`src/rtl/hazard_stall_ctrl_if.sv`:
```
// rtl/hazard_stall_ctrl_if.sv - hazard scheduler bus between pipeline and stall controller
// Purpose: bundles the ID/EX/MEM hazard inputs and the stall/flush/multi-cycle
//          control outputs of hazard_stall_ctrl.
// Modports:
//   slave  - the controller: hazard inputs in, stall/flush/mc/perf outputs out
//   master - the pipeline side: drives hazard inputs, observes controls
// Parameter PERF_W sizes the perf counter outputs (only counting with HAZ_PERF_EN).
interface hazard_stall_ctrl_if #(
   parameter int PERF_W = 32
);
   logic [4:0]        id_rs1;
   logic [4:0]        id_rs2;
   logic              id_use_rs1;
   logic              id_use_rs2;
   logic              id_is_jalr;
   logic [4:0]        ex_rd;
   logic              ex_mem_read;
   logic              ex_reg_write;
   logic [4:0]        mem_rd;
   logic              mem_mem_read;
   logic              ex_br_taken;
   logic              id_jump;
   logic              ex_mc_req;
   logic              mc_done;
   logic              pc_stall;
   logic              if_id_stall;
   logic              id_ex_stall;
   logic              if_id_flush;
   logic              id_ex_flush;
   logic              ex_mem_bubble;
   logic              mc_start;
   logic              mc_err;
   logic [PERF_W-1:0] perf_stall_cyc;
   logic [PERF_W-1:0] perf_flush_cnt;

   modport slave (
      input  id_rs1, id_rs2, id_use_rs1, id_use_rs2, id_is_jalr,
             ex_rd, ex_mem_read, ex_reg_write, mem_rd, mem_mem_read,
             ex_br_taken, id_jump, ex_mc_req, mc_done,
      output pc_stall, if_id_stall, id_ex_stall, if_id_flush, id_ex_flush,
             ex_mem_bubble, mc_start, mc_err, perf_stall_cyc, perf_flush_cnt
   );

   modport master (
      output id_rs1, id_rs2, id_use_rs1, id_use_rs2, id_is_jalr,
             ex_rd, ex_mem_read, ex_reg_write, mem_rd, mem_mem_read,
             ex_br_taken, id_jump, ex_mc_req, mc_done,
      input  pc_stall, if_id_stall, id_ex_stall, if_id_flush, id_ex_flush,
             ex_mem_bubble, mc_start, mc_err, perf_stall_cyc, perf_flush_cnt
   );
endinterface

```
`src/rtl/hazard_stall_ctrl.sv`:
```
// rtl/hazard_stall_ctrl.sv - pipeline hazard stall/flush scheduler with multi-cycle handshake
// Purpose: decides stall/flush of PC, IF/ID, ID/EX and bubbling of EX/MEM for
//          load-use, JALR-in-ID dependency, taken branch redirect and mul/div
//          occupancy; sequences the multi-cycle unit with a timeout guard.
// Ports:
//   clk    - pipeline clock, rising edge
//   rst_n  - asynchronous active-low reset; forces all outputs to 0
//   io_hz  - hazard_stall_ctrl_if.slave: hazard inputs, control outputs
// Parameters: MC_TIMEOUT (>=2) max MC_WAIT cycles, PERF_W perf counter width.
// Optional: define HAZ_PERF_EN to enable saturating stall/flush perf counters;
//           otherwise the perf outputs are tied to 0.
module hazard_stall_ctrl #(
   parameter int MC_TIMEOUT = 64,
   parameter int PERF_W     = 32
) (
   input  logic                 clk,
   input  logic                 rst_n,
   hazard_stall_ctrl_if.slave   io_hz
);
   localparam int CNT_W = $clog2(MC_TIMEOUT + 1);

   typedef enum logic [0:0] {S_RUN = 1'b0, S_MC_WAIT = 1'b1} state_t;

   state_t           r_state;
   logic [CNT_W-1:0] r_cnt;
   logic             r_mc_err;

   logic w_rs1_ex, w_rs2_ex, w_rs1_mem;
   logic w_lu, w_jh, w_release;
   logic w_pc_stall, w_if_id_stall, w_id_ex_stall;
   logic w_if_id_flush, w_id_ex_flush, w_ex_mem_bubble, w_mc_start;

   // x0 is never a real dependency, so every match requires a nonzero source
   assign w_rs1_ex  = (io_hz.id_rs1 != 5'd0) && (io_hz.id_rs1 == io_hz.ex_rd);
   assign w_rs2_ex  = (io_hz.id_rs2 != 5'd0) && (io_hz.id_rs2 == io_hz.ex_rd);
   assign w_rs1_mem = (io_hz.id_rs1 != 5'd0) && (io_hz.id_rs1 == io_hz.mem_rd);

   assign w_lu = io_hz.ex_mem_read &
                 ((io_hz.id_use_rs1 & w_rs1_ex) | (io_hz.id_use_rs2 & w_rs2_ex));
   // JALR reads rs1 in ID: an ALU result in EX costs one stall; a load costs
   // two because the mem term re-arms once the load moves into MEM
   assign w_jh = io_hz.id_is_jalr &
                 ((io_hz.ex_reg_write & w_rs1_ex) | (io_hz.mem_mem_read & w_rs1_mem));

   // MC_WAIT releases on the done cycle (result latched this edge) or on timeout
   assign w_release = io_hz.mc_done || (r_cnt == CNT_W'(MC_TIMEOUT));

   always_comb begin
      w_pc_stall      = 1'b0;
      w_if_id_stall   = 1'b0;
      w_id_ex_stall   = 1'b0;
      w_if_id_flush   = 1'b0;
      w_id_ex_flush   = 1'b0;
      w_ex_mem_bubble = 1'b0;
      w_mc_start      = 1'b0;
      // outputs follow reset asynchronously, not just the next edge
      if (rst_n) begin
         if (r_state == S_RUN) begin
            if (io_hz.ex_br_taken) begin
               w_if_id_flush = 1'b1;
               w_id_ex_flush = 1'b1;
            end else if (io_hz.ex_mc_req) begin
               w_mc_start      = 1'b1;
               w_pc_stall      = 1'b1;
               w_if_id_stall   = 1'b1;
               w_id_ex_stall   = 1'b1;
               w_ex_mem_bubble = 1'b1;
            end else if (w_lu || w_jh) begin
               w_pc_stall    = 1'b1;
               w_if_id_stall = 1'b1;
               w_id_ex_flush = 1'b1;
            end else if (io_hz.id_jump) begin
               w_if_id_flush = 1'b1;
            end
         end else if (!w_release) begin
            // front end frozen; branch/jump/load-use are irrelevant while EX holds the mc op
            w_pc_stall      = 1'b1;
            w_if_id_stall   = 1'b1;
            w_id_ex_stall   = 1'b1;
            w_ex_mem_bubble = 1'b1;
         end
      end
   end

   always_ff @(posedge clk or negedge rst_n) begin
      if (!rst_n) begin
         r_state  <= S_RUN;
         r_cnt    <= '0;
         r_mc_err <= 1'b0;
      end else begin
         case (r_state)
            S_RUN: begin
               if (!io_hz.ex_br_taken && io_hz.ex_mc_req) begin
                  r_state <= S_MC_WAIT;
                  r_cnt   <= CNT_W'(1);
               end
            end
            S_MC_WAIT: begin
               if (io_hz.mc_done) begin
                  r_state <= S_RUN;
                  r_cnt   <= '0;
               end else if (r_cnt == CNT_W'(MC_TIMEOUT)) begin
                  r_state  <= S_RUN;
                  r_cnt    <= '0;
                  r_mc_err <= 1'b1;
               end else begin
                  r_cnt <= r_cnt + CNT_W'(1);
               end
            end
            default: begin
               r_state <= S_RUN;
               r_cnt   <= '0;
            end
         endcase
      end
   end

   assign io_hz.pc_stall      = w_pc_stall;
   assign io_hz.if_id_stall   = w_if_id_stall;
   assign io_hz.id_ex_stall   = w_id_ex_stall;
   assign io_hz.if_id_flush   = w_if_id_flush;
   assign io_hz.id_ex_flush   = w_id_ex_flush;
   assign io_hz.ex_mem_bubble = w_ex_mem_bubble;
   assign io_hz.mc_start      = w_mc_start;
   assign io_hz.mc_err        = r_mc_err;

`ifdef HAZ_PERF_EN
   logic [PERF_W-1:0] r_perf_stall;
   logic [PERF_W-1:0] r_perf_flush;

   always_ff @(posedge clk or negedge rst_n) begin
      if (!rst_n) begin
         r_perf_stall <= '0;
         r_perf_flush <= '0;
      end else begin
         if (w_pc_stall && (r_perf_stall != {PERF_W{1'b1}}))
            r_perf_stall <= r_perf_stall + PERF_W'(1);
         if ((w_if_id_flush || w_id_ex_flush) && (r_perf_flush != {PERF_W{1'b1}}))
            r_perf_flush <= r_perf_flush + PERF_W'(1);
      end
   end

   assign io_hz.perf_stall_cyc = r_perf_stall;
   assign io_hz.perf_flush_cnt = r_perf_flush;
`else
   assign io_hz.perf_stall_cyc = {PERF_W{1'b0}};
   assign io_hz.perf_flush_cnt = {PERF_W{1'b0}};
`endif
endmodule

```
`src/flat_wrapper.sv`:
```
// flat-port wrapper written by rule: the top's interface ports become plain ports
module hazard_stall_ctrl_flat 
#(
   parameter int MC_TIMEOUT = 64,
   parameter int PERF_W     = 32
)
  (clk, rst_n, io_hz_id_rs1, io_hz_id_rs2, io_hz_id_use_rs1, io_hz_id_use_rs2, io_hz_id_is_jalr, io_hz_ex_rd, io_hz_ex_mem_read, io_hz_ex_reg_write, io_hz_mem_rd, io_hz_mem_mem_read, io_hz_ex_br_taken, io_hz_id_jump, io_hz_ex_mc_req, io_hz_mc_done, io_hz_pc_stall, io_hz_if_id_stall, io_hz_id_ex_stall, io_hz_if_id_flush, io_hz_id_ex_flush, io_hz_ex_mem_bubble, io_hz_mc_start, io_hz_mc_err, io_hz_perf_stall_cyc, io_hz_perf_flush_cnt);
  hazard_stall_ctrl_if #(.PERF_W(PERF_W)) io_hz_i ();
  input  logic clk;
  input  logic rst_n;
  input wire logic [$bits(io_hz_i.id_rs1)-1:0] io_hz_id_rs1;
  input wire logic [$bits(io_hz_i.id_rs2)-1:0] io_hz_id_rs2;
  input wire logic [$bits(io_hz_i.id_use_rs1)-1:0] io_hz_id_use_rs1;
  input wire logic [$bits(io_hz_i.id_use_rs2)-1:0] io_hz_id_use_rs2;
  input wire logic [$bits(io_hz_i.id_is_jalr)-1:0] io_hz_id_is_jalr;
  input wire logic [$bits(io_hz_i.ex_rd)-1:0] io_hz_ex_rd;
  input wire logic [$bits(io_hz_i.ex_mem_read)-1:0] io_hz_ex_mem_read;
  input wire logic [$bits(io_hz_i.ex_reg_write)-1:0] io_hz_ex_reg_write;
  input wire logic [$bits(io_hz_i.mem_rd)-1:0] io_hz_mem_rd;
  input wire logic [$bits(io_hz_i.mem_mem_read)-1:0] io_hz_mem_mem_read;
  input wire logic [$bits(io_hz_i.ex_br_taken)-1:0] io_hz_ex_br_taken;
  input wire logic [$bits(io_hz_i.id_jump)-1:0] io_hz_id_jump;
  input wire logic [$bits(io_hz_i.ex_mc_req)-1:0] io_hz_ex_mc_req;
  input wire logic [$bits(io_hz_i.mc_done)-1:0] io_hz_mc_done;
  output wire logic [$bits(io_hz_i.pc_stall)-1:0] io_hz_pc_stall;
  output wire logic [$bits(io_hz_i.if_id_stall)-1:0] io_hz_if_id_stall;
  output wire logic [$bits(io_hz_i.id_ex_stall)-1:0] io_hz_id_ex_stall;
  output wire logic [$bits(io_hz_i.if_id_flush)-1:0] io_hz_if_id_flush;
  output wire logic [$bits(io_hz_i.id_ex_flush)-1:0] io_hz_id_ex_flush;
  output wire logic [$bits(io_hz_i.ex_mem_bubble)-1:0] io_hz_ex_mem_bubble;
  output wire logic [$bits(io_hz_i.mc_start)-1:0] io_hz_mc_start;
  output wire logic [$bits(io_hz_i.mc_err)-1:0] io_hz_mc_err;
  output wire logic [$bits(io_hz_i.perf_stall_cyc)-1:0] io_hz_perf_stall_cyc;
  output wire logic [$bits(io_hz_i.perf_flush_cnt)-1:0] io_hz_perf_flush_cnt;
  assign io_hz_i.id_rs1 = io_hz_id_rs1;
  assign io_hz_i.id_rs2 = io_hz_id_rs2;
  assign io_hz_i.id_use_rs1 = io_hz_id_use_rs1;
  assign io_hz_i.id_use_rs2 = io_hz_id_use_rs2;
  assign io_hz_i.id_is_jalr = io_hz_id_is_jalr;
  assign io_hz_i.ex_rd = io_hz_ex_rd;
  assign io_hz_i.ex_mem_read = io_hz_ex_mem_read;
  assign io_hz_i.ex_reg_write = io_hz_ex_reg_write;
  assign io_hz_i.mem_rd = io_hz_mem_rd;
  assign io_hz_i.mem_mem_read = io_hz_mem_mem_read;
  assign io_hz_i.ex_br_taken = io_hz_ex_br_taken;
  assign io_hz_i.id_jump = io_hz_id_jump;
  assign io_hz_i.ex_mc_req = io_hz_ex_mc_req;
  assign io_hz_i.mc_done = io_hz_mc_done;
  assign io_hz_pc_stall = io_hz_i.pc_stall;
  assign io_hz_if_id_stall = io_hz_i.if_id_stall;
  assign io_hz_id_ex_stall = io_hz_i.id_ex_stall;
  assign io_hz_if_id_flush = io_hz_i.if_id_flush;
  assign io_hz_id_ex_flush = io_hz_i.id_ex_flush;
  assign io_hz_ex_mem_bubble = io_hz_i.ex_mem_bubble;
  assign io_hz_mc_start = io_hz_i.mc_start;
  assign io_hz_mc_err = io_hz_i.mc_err;
  assign io_hz_perf_stall_cyc = io_hz_i.perf_stall_cyc;
  assign io_hz_perf_flush_cnt = io_hz_i.perf_flush_cnt;
  hazard_stall_ctrl #(.MC_TIMEOUT(MC_TIMEOUT), .PERF_W(PERF_W)) u_core (.clk(clk), .rst_n(rst_n), .io_hz(io_hz_i));
endmodule
```
`config.mk`:
```
export PLATFORM = sky130hd
export DESIGN_NAME = hazard_stall_ctrl_flat
export DESIGN_NICKNAME = d
export VERILOG_FILES = /design/src/rtl/hazard_stall_ctrl_if.sv /design/src/rtl/hazard_stall_ctrl.sv /design/src/flat_wrapper.sv
export SDC_FILE = /design/constraint.sdc
export NUM_CORES = 1
export LEC_CHECK = 0
export ABC_AREA = 1
export CELL_PAD_IN_SITES_DETAIL_PLACEMENT = 0
export CELL_PAD_IN_SITES_GLOBAL_PLACEMENT = 1
export CORE_MARGIN = 3
export CORE_UTILIZATION = 19
export DETAILED_ROUTE_END_ITERATION = 10
export GPL_TIMING_DRIVEN = 0
export PLACE_DENSITY = 0.73
export SYNTH_ARGS = -nofsm -noshare
export SYNTH_HDL_FRONTEND = slang
export SYNTH_SLANG_ARGS = --single-unit
```
`constraint.sdc`:
```
create_clock -name clk -period 1.3 [get_ports clk]
set_clock_uncertainty 0.05 [all_clocks]
set_input_delay 0.13 -clock clk [delete_from_list [all_inputs] [get_ports clk]]
set_output_delay 0.13 -clock clk [all_outputs]
set_load 0.02 [all_outputs]
```
==> results.yml <==
run_status:
  status: "complete, but fails checks"
  violations: "setup timing"
die:
  io_pins: 104
  core_area_sq_um: 6570
  dieArea_sq_um: 8070
  dieHeight_um: 89.8
  start_util_pct: 20.3
  num_rows: 29
  fp.dieW_um: 89.8
placement:
  place_area_sq_um: 2120
  port_buffers: 39
  gp_congestion: 0.760
  dp_cells: 394
  hpwl_um: 2880
pwr:
  total_power_w: 0.00147
  ir_drop_uv: 233
  swShare_pct: 38.5
  pwr-share-seq_pct: 22.4
  p_switching_w: 0.000566
  p_leak_nw: 1.30
  cellPowerDensity_nw_per_um2: 634
  pwr-share-comb_pct: 55.3
  power.internal_w: 0.000902
  pwr-share-clk_pct: 22.3
worst_setup_path:
  crit_path_max_fanout: 4
  worstPathRequired_ns: 1.12
  cp-start-kind: "flip-flop"
  cpPeakStageDelay_ns: 0.42
  end_kind: "output port"
  critical_path_arrival_ns: 1.38
  crit_path_frequent_cell: "buf_6"
  critPathSlowestCell: "dfrtp_1"
  critPathKind: "flip-flop to output port"
  cp_num_buf_inv: 2
  cpLargestDelayFamily: "flip-flops"
  crit_chain: "nor2_1 > nand3_4 > nand2_4 > a21oi_4 > buf_6 > buf_6"
cells_and_area:
  area_growth_pct: 73.6
  mostFrequentLayoutCells: "74 x buf_4, 64 x conb_1, 31 x nand2_1"
  nFillCells: 699
  nNetsFinal: 351
  final_common_cell: "buf_4"
  stdcell_area_sq_um: 2320
  drive_gt1_share_pct: 46.2
  final_cell_count_no_fill: 409
  n_antenna_cell: 0
logic_synthesis:
  yosysUniqueCellTypes: 25
  synthesis.instances: 199
  yosys_warnings: 0
  synth_area_sq_um: 1340
  syn_area_per_cell_sq_um: 6.71
  synth-seq-cells: 9
  yosysSeqAreaShare_pct: 16.9
global_route:
  grt_overflow: 0
  antenna_found_initial: 0
  grt_first_pass_wirelength_um: 5570
  gr-usage-all-layers_pct: 8.13
  grt_max_degree: 10
  grt_pass1_vias: 1210
drt:
  routedWlPerCell_um: 8.50
  drt-initial-drc-count: 16
  wl_met3_um: 270
  vias: 1312
  met2_wirelength_um: 1840
  ant_nets: 0
  wl_met1_um: 1350
  dr.pass1.iters: 4
  drc: 0
  top_layer: "met4"
  wl_um: 3480
  via_per_inst: 3.21
hold_path:
  hold_class: "primary input to flip-flop"
timing:
  max_freq_ghz: 0.642
  min_period_over_period_pct: 120
  layout_setup_ws_ns: -0.257
  maxSlewViolCount: 0
  hold_viol: 0
  period_needed_ns: 1.56
  setup-violations-final: 8
  rsz0062_at_grt: "true"
clock_tree:
  clkLatencyLatePin_ns: 0.23
  clockRootBuffer: "clkbuf_8"
  cts.clk_slew.worst_paths_ns: 0.05
  clk_path_buf_depth: 2
  cts_made_buffers: 3
  h-tree-depth: 1
  cts_tree: "done"
  clkSinkCount: 9
flow_run:
  max_cap_violations: 0
[worst min-delay path, delay by kind of cell]
kind,cells,cell delay [ns]
simple gates,3,0.24
buf+inv,1,0.16
[flip-flops by register name, summed over array words and instances, names as in the netlist]
name	count
u_core.r_cnt	7
u_core.r_state	1
u_core.io_hz.mc_err	1
[timing repair]
item	4_1_cts	5_1_grt
hold buffers	1	0
setup buffers	6	4
pin swaps	38	35
endpoints found under the setup margin	11	14
gates resized for setup	134	37
hold endpoints to repair	9	0
[power by group through the flow]
stage                     Combinational (W)  Clock [W]  Sequential (W)
after global routing               0.000887   0.000363        0.000332
after global placement             0.000694          0        0.000337
after detailed placement           0.000700          0        0.000339
after CTS                          0.000737   0.000338        0.000326
final                              0.000812   0.000327        0.000328
after floorplan                    0.000509          0        0.000335
[area by class of cell]
cell class,count,area (sq um),share of cell area (%)
Sequential cell,9,225,9.72
Clock buffer,4,45.0,1.94
Buffer,66,503,21.7
Multi-Input combinational cell,162,893,38.6
Timing Repair Buffer,50,435,18.8
Tap cell,93,116,5.02
Inverter,25,98.8,4.27
[cells by family after synthesis]
family / count (synthesis) / share of synthesized area (%)
buffers and inverters: 91 / 44.1
and+or+nand+nor: 70 / 22.9
AOI/OAI and AO/OA: 16 / 7.40
xor gates and xnor gates: 10 / 6.56
DFF: 9 / 16.9
adders and majority gates: 2 / 1.87
other: 1 / 0.281
[final timing paths]
path	start	to	slack (ns)	depth (start not counted)
min reg2reg	u_core.io_hz.mc_err	u_core.io_hz.mc_err	0.42	1
max in group asynchronous	rst_n	u_core.r_cnt[0]	0.45	2
max	u_core.r_cnt[3]	io_hz_id_ex_stall	-0.26	6
min in group asynchronous	rst_n	u_core.r_cnt[6]	0.46	2
max reg2reg	u_core.r_cnt[0]	u_core.r_cnt[6]	-0.02	6
min	io_hz_ex_br_taken	u_core.r_state	0.29	4
[synth_stat cells, drive strengths merged]
master	count	area, sq um
o21bai	1	7.51
nand2	37	146
ha	2	25.0
nor2	17	71.3
o21a	1	7.51
o21ai	3	15.0
o22ai	4	25.0
xnor2	4	35.0
a21boi	1	7.51
inv	25	93.8
o211ai	1	7.51
a21oi	5	28.8
buf	66	495
nand3	11	60.1
dfrtp	9	225
nor3	3	15.0
xor2	6	52.6
or2	1	6.26
conb	1	3.75
nand4	1	6.26
[routing by layer]
layer  global-route usage [%]  up-vias
li1                         -      720
met1                     9.28      540
met2                     15.7       50
met3                     1.34        2
met4                     1.92        0
met5                        0        -
[stage by stage]
stage / hold WS, ns / setup slack, ns / TNS, ns / util (%)
finish: 0.292 / -0.257 / -1.02 / 35.3
global route: 0.334 / -0.341 / -2.02 / 35.3
CTS: 0.449 / -0.273 / -1.39 / 33.8
detailed placement: 0.440 / -1.14 / -7.97 / 32.3
global placement: 0.411 / -1.16 / -7.80 / 32.3
floorplan: -0.216 / -0.0390 / -0.0575 / -
(Power assumes the default switching activity.)
==> variant 1, RTL diff (same settings) <==
Add a define of `HAZ_PERF_EN`.
--- a/src/rtl/hazard_stall_ctrl.sv
+++ b/src/rtl/hazard_stall_ctrl.sv
@@ -11,2 +11,4 @@
 //           otherwise the perf outputs are tied to 0.
+`define HAZ_PERF_EN
+
 module hazard_stall_ctrl #(
Behaviour: not the same (Yosys sat finds a counterexample within 4 cycles, from zero or initial values and one cycle with rst_n low).
==> variant 1 against the unedited design <==
  * The run ends with negative hold slack, negative setup slack left
  * Area after synthesis grew to 3.8 times the old value
  * Register-to-register slack got worse by 0.78 ns
  * Largest power group is now clock
  * Final cell count rose to 3.1 times the old value
  * Routed wire length rose to 5.5 times the old value
  * Largest cell class is now multi-input combinational cells
  * First-iteration DRC count increased to 20 times the old value
  * Final area increased to 3.7 times the old value
  * Sequential cell count is 64 higher
  * Setup slack worse by 0.56 ns
  * Total power grew to 5.6 times the old value
==> variant 1: results (changes against the unedited design) <==
* Dpl cells at 1186 (+200%)
* Slack of the critical path at -0.8170 ns (-0.5597 ns)
* Vias in the first global route at 5521 (+360%)
* Run status: complete, but fails checks
* Dpl cell area at 6823 sq um (+220%)
* Tap Cells at 335 (+260%)
* All-Layer GR Usage at 12.93% (+4.8 points)
* Met1 wire length at 8.472 mm (+530%)
* Hold Vio Cnt, Final at 27 (+27)
* Setup TNS at -50.29 ns (-49.28 ns)
* Worst path max stage delay at 0.39 ns (-0.03 ns)
* Register area at 1882 sq um (+740%)
* End of the critical path: io_hz_pc_stall
* Synth top area cells: dfrtp_1 (36%), nand2_1 (20%), xor2_1 (6.7%)
* Hold slack at -0.05957 ns (-0.3517 ns)
* Worst Reg2Reg Path Length in Cells at 12 (+6)
* Failing checks: negative hold slack, negative setup slack
* RR Endpoint: u_core.io_hz.perf_stall_cyc[9]$_DFFE_PN0P_
* Met3 Track Usage GR at 2.346% (+1.0 points)
* Pin count of the biggest net entering global routing at 29 (+19)
* Post-CTS Setup Inserts at 41 (+35)
* Routability Congestion at 0.9052 (+19%)
* DR WL met2 at 9.548 mm (+420%)
* Num CTS Buffers at 9 (+6)
* Endpoints failing setup at 97 (+89)
* Footprint of the multi-input gates at 3512 sq um (+290%)
* Net count, final at 979 (+180%)
* Final Cell Area at 8608 sq um (+270%)
[variant 1: changes by cell type after synthesis, sizes merged, moves of 46 or more]
cell / change
nand2: +233
dfrtp: +64
buf: -52
nand3: +47
inv: +46
nor2: +59
[variant 1: worst max-delay path: cells and delay by family, from the launching register on]
family	cells	cell delay, ns
buffers and inverters	4	0.41
adders and majority gates	1	0.13
DFF	1	0.39
and+or+nand+nor	4	0.59
AOI/OAI and AO/OA	1	0.07
[variant 1: cell families after synthesis]
logic type,count (synthesis),share of synthesized area (%)
flip-flops,73,35.77
XOR/XNOR,57,9.775
buffers and inverters,94,7.790
AND/OR/NAND/NOR,506,44.00
AO/OA/AOI/OAI,13,1.690
adder cells (fa/ha/maj),4,0.9800
[variant 1: report_power, final]
group,internal [W],leakage (nW),switching (W)
Clock,0.00232,0.190,0.00103
Combinational,0.00104,2.78,0.00119
Sequential,0.00243,0.935,0.000208
==> variant 2, RTL diff (same settings) <==
Made on the original files. `PERF_W` is set to 32 in 3 places; all go to 48.
--- a/src/rtl/hazard_stall_ctrl_if.sv
+++ b/src/rtl/hazard_stall_ctrl_if.sv
@@ -8,3 +8,3 @@
 interface hazard_stall_ctrl_if #(
-   parameter int PERF_W = 32
+   parameter int PERF_W = 48
 );
--- a/src/rtl/hazard_stall_ctrl.sv
+++ b/src/rtl/hazard_stall_ctrl.sv
@@ -13,3 +13,3 @@
    parameter int MC_TIMEOUT = 64,
-   parameter int PERF_W     = 32
+   parameter int PERF_W     = 48
 ) (
--- a/src/flat_wrapper.sv
+++ b/src/flat_wrapper.sv
@@ -4,3 +4,3 @@
    parameter int MC_TIMEOUT = 64,
-   parameter int PERF_W     = 32
+   parameter int PERF_W     = 48
 )
Ports: changed (resized io_hz_perf_flush_cnt and io_hz_perf_stall_cyc); port bits go from 104 to 136. No check against the original RTL was run, so the function may have changed too.
==> variant 2 against the unedited design <==
  * The flow still finishes with violations (negative setup slack)
  * Final area up 20%
  * Worst hold slack worse by 0.11 ns
  * Area after synthesis up 18%
  * Synthesized cell count up 16%
  * Total power up 15%
  * Non-clock buffer count up 36
  * Setup slack worse by 0.13 ns
  * Combinational power up 26%
  * Routed wire length up 16%
  * Sequential cell count unchanged
  * Die area up 17%
  * Via count up 17%
  * Largest power group unchanged
==> variant 2: results (changes against the unedited design) <==
* Run status: complete, but fails checks
* Failing checks: negative setup slack
* Async SR Flop Fraction at 100.0% (unchanged)
* CTS Hold Buffers Added at 1 (unchanged)
* Share of layout cells above drive strength 1 at 47.14% (+0.93 points)
* Warnings, synthesis at 0 (unchanged)
* Hold_sp: io_hz_ex_mc_req
* Synth top area cells: buf_4 (47%), dfrtp_1 (14%), nand2_1 (8.1%)
* WHS Path Cells at 3 (-1)
* Initial Utilization at 19.97% (-0.36 points)
* Max reg flops at 7 (unchanged)
* Pint at 0.0009920 W (+10%)
* DRT iter0 DRCs at 25 (+9)
* Post-synthesis adder-cell area fraction at 1.589% (-0.29 points)
* Mux cell area share after synthesis at 0% (unchanged)
* Leakage at 1.599 nW (+23%)
* Routability Congestion at 0.7723 (+1.6%)
* Synth top cells by count: buf_4 (98), nand2_1 (34), inv_1 (24)
* Post-synth EDFFs at 0 (unchanged)
* First-pass GRT wire length at 6.168 mm (+11%)
* Endpoints failing setup at 7 (-1)
* VDD IR max at 0.0002364 V (+1.6%)
* Dpl cell area at 2491 sq um (+18%)
* Detail Route Antenna Nets at 0 (unchanged)
* Register area share after synthesis at 14.30% (-2.6 points)
* CTS resizes at 136 (+1.5%)
* Total number of vias at 1530 (+17%)
* Most common flop cell mapped by yosys: dfrtp_1
* Net count, final at 419 (+19%)
* Pin count of the biggest net entering global routing at 10 (unchanged)
* Vias in the first global route at 1377 (+14%)
* Post-CTS Setup Inserts at 7 (+1)
* Clock buffer depth at 2 (unchanged)
* Fill count at 822 (+18%)
* Post-DP HPWL at 3.310 mm (+15%)
* Worst Reg2Reg Path Length in Cells at 6 (unchanged)
* RR Endpoint: u_core.r_cnt[6]$_DFFE_PN0P_
* Synth Area in XOR/XNOR at 5.560% (-1.0 points)
* Worst path max stage delay at 0.45 ns (+0.03 ns)
* Top reg by flops: u_core.r_cnt
* R2r setup slk at 0.01 ns (+0.03 ns)
* Setup TNS at -1.442 ns (-0.4247 ns)
* Hold slack at 0.1841 ns (-0.1081 ns)
* Hold Vio Cnt, Final at 0 (unchanged)
* All-Layer GR Usage at 7.741% (-0.39 points)
* Min-delay worst type: in -> reg
* Worst hold endpoint: u_core.r_state$_DFF_PN0_
* Critical path peak fanout at 4 (unchanged)
* Slack of the critical path at -0.3877 ns (-0.1304 ns)
* Drt pass-1 iters at 3 (-1)
* WL per Instance at 8.284 um (-2.6%)
* Ant. Diodes at 0 (unchanged)
* Compound-Gate Fraction of Synth Area at 6.275% (-1.1 points)
[variant 2: cell count changes after synthesis, sizes merged]
cell | before | now
buf | 66 | 98
[variant 2: worst max path at each step]
stage | cells after the start | end | slack, ns
global route | 8 | io_hz_pc_stall | -0.45
floorplan | 6 | io_hz_id_ex_stall | -0.04
detailed placement | 13 | io_hz_pc_stall | -1.13
finish | 7 | io_hz_pc_stall | -0.39
CTS | 7 | io_hz_pc_stall | -0.35
global placement | 13 | io_hz_pc_stall | -1.13
[variant 2: power by group through the flow]
stage	clock network, W	registers, W	logic [W]
finish	0.000339	0.000331	0.00102
global route	0.000360	0.000333	0.00110
CTS	0.000344	0.000327	0.000911
detailed placement	0	0.000337	0.000852
global placement	0	0.000337	0.000847
floorplan	0	0.000335	0.000662
[variant 2: metrics by stage]
stage	cells	util, %	power, W	setup WS (ns)
global placement	467	31.58	0.001184	-1.134
CTS	479	33.28	0.001583	-0.3531
global route	486	35.31	0.001797	-0.4548
detailed placement	467	31.58	0.001189	-1.128
floorplan	326	-	0.0009976	-0.03900
finish	486	35.31	0.001688	-0.3877
[variant 2: tightest hold or removal path, delay by kind of cell]
family	cells	cell delay, ns
simple gates	2	0.14
buf+inv	1	0.16
[variant 2: area by class of cell]
cell class              instances  area (sq um)  area share [%]
multi-input cells             194          1047           37.60
plain buffers                  98         743.2           26.68
repair buffers                 54         498.0           17.88
flip-flops and latches          9         225.2           8.086
well taps                     102         127.6           4.582
inverters                      25         98.84           3.549
clock buffers                   4         45.04           1.617
[variant 2: per-layer routing]
metal  up-vias  part of all wire, %  track usage (%)
li1        823                    -                -
met1       642                   34            8.152
met2        61                   58            15.39
met3         4                  7.2            1.292
met4         0                 0.77            2.376
met5         -                    0                0
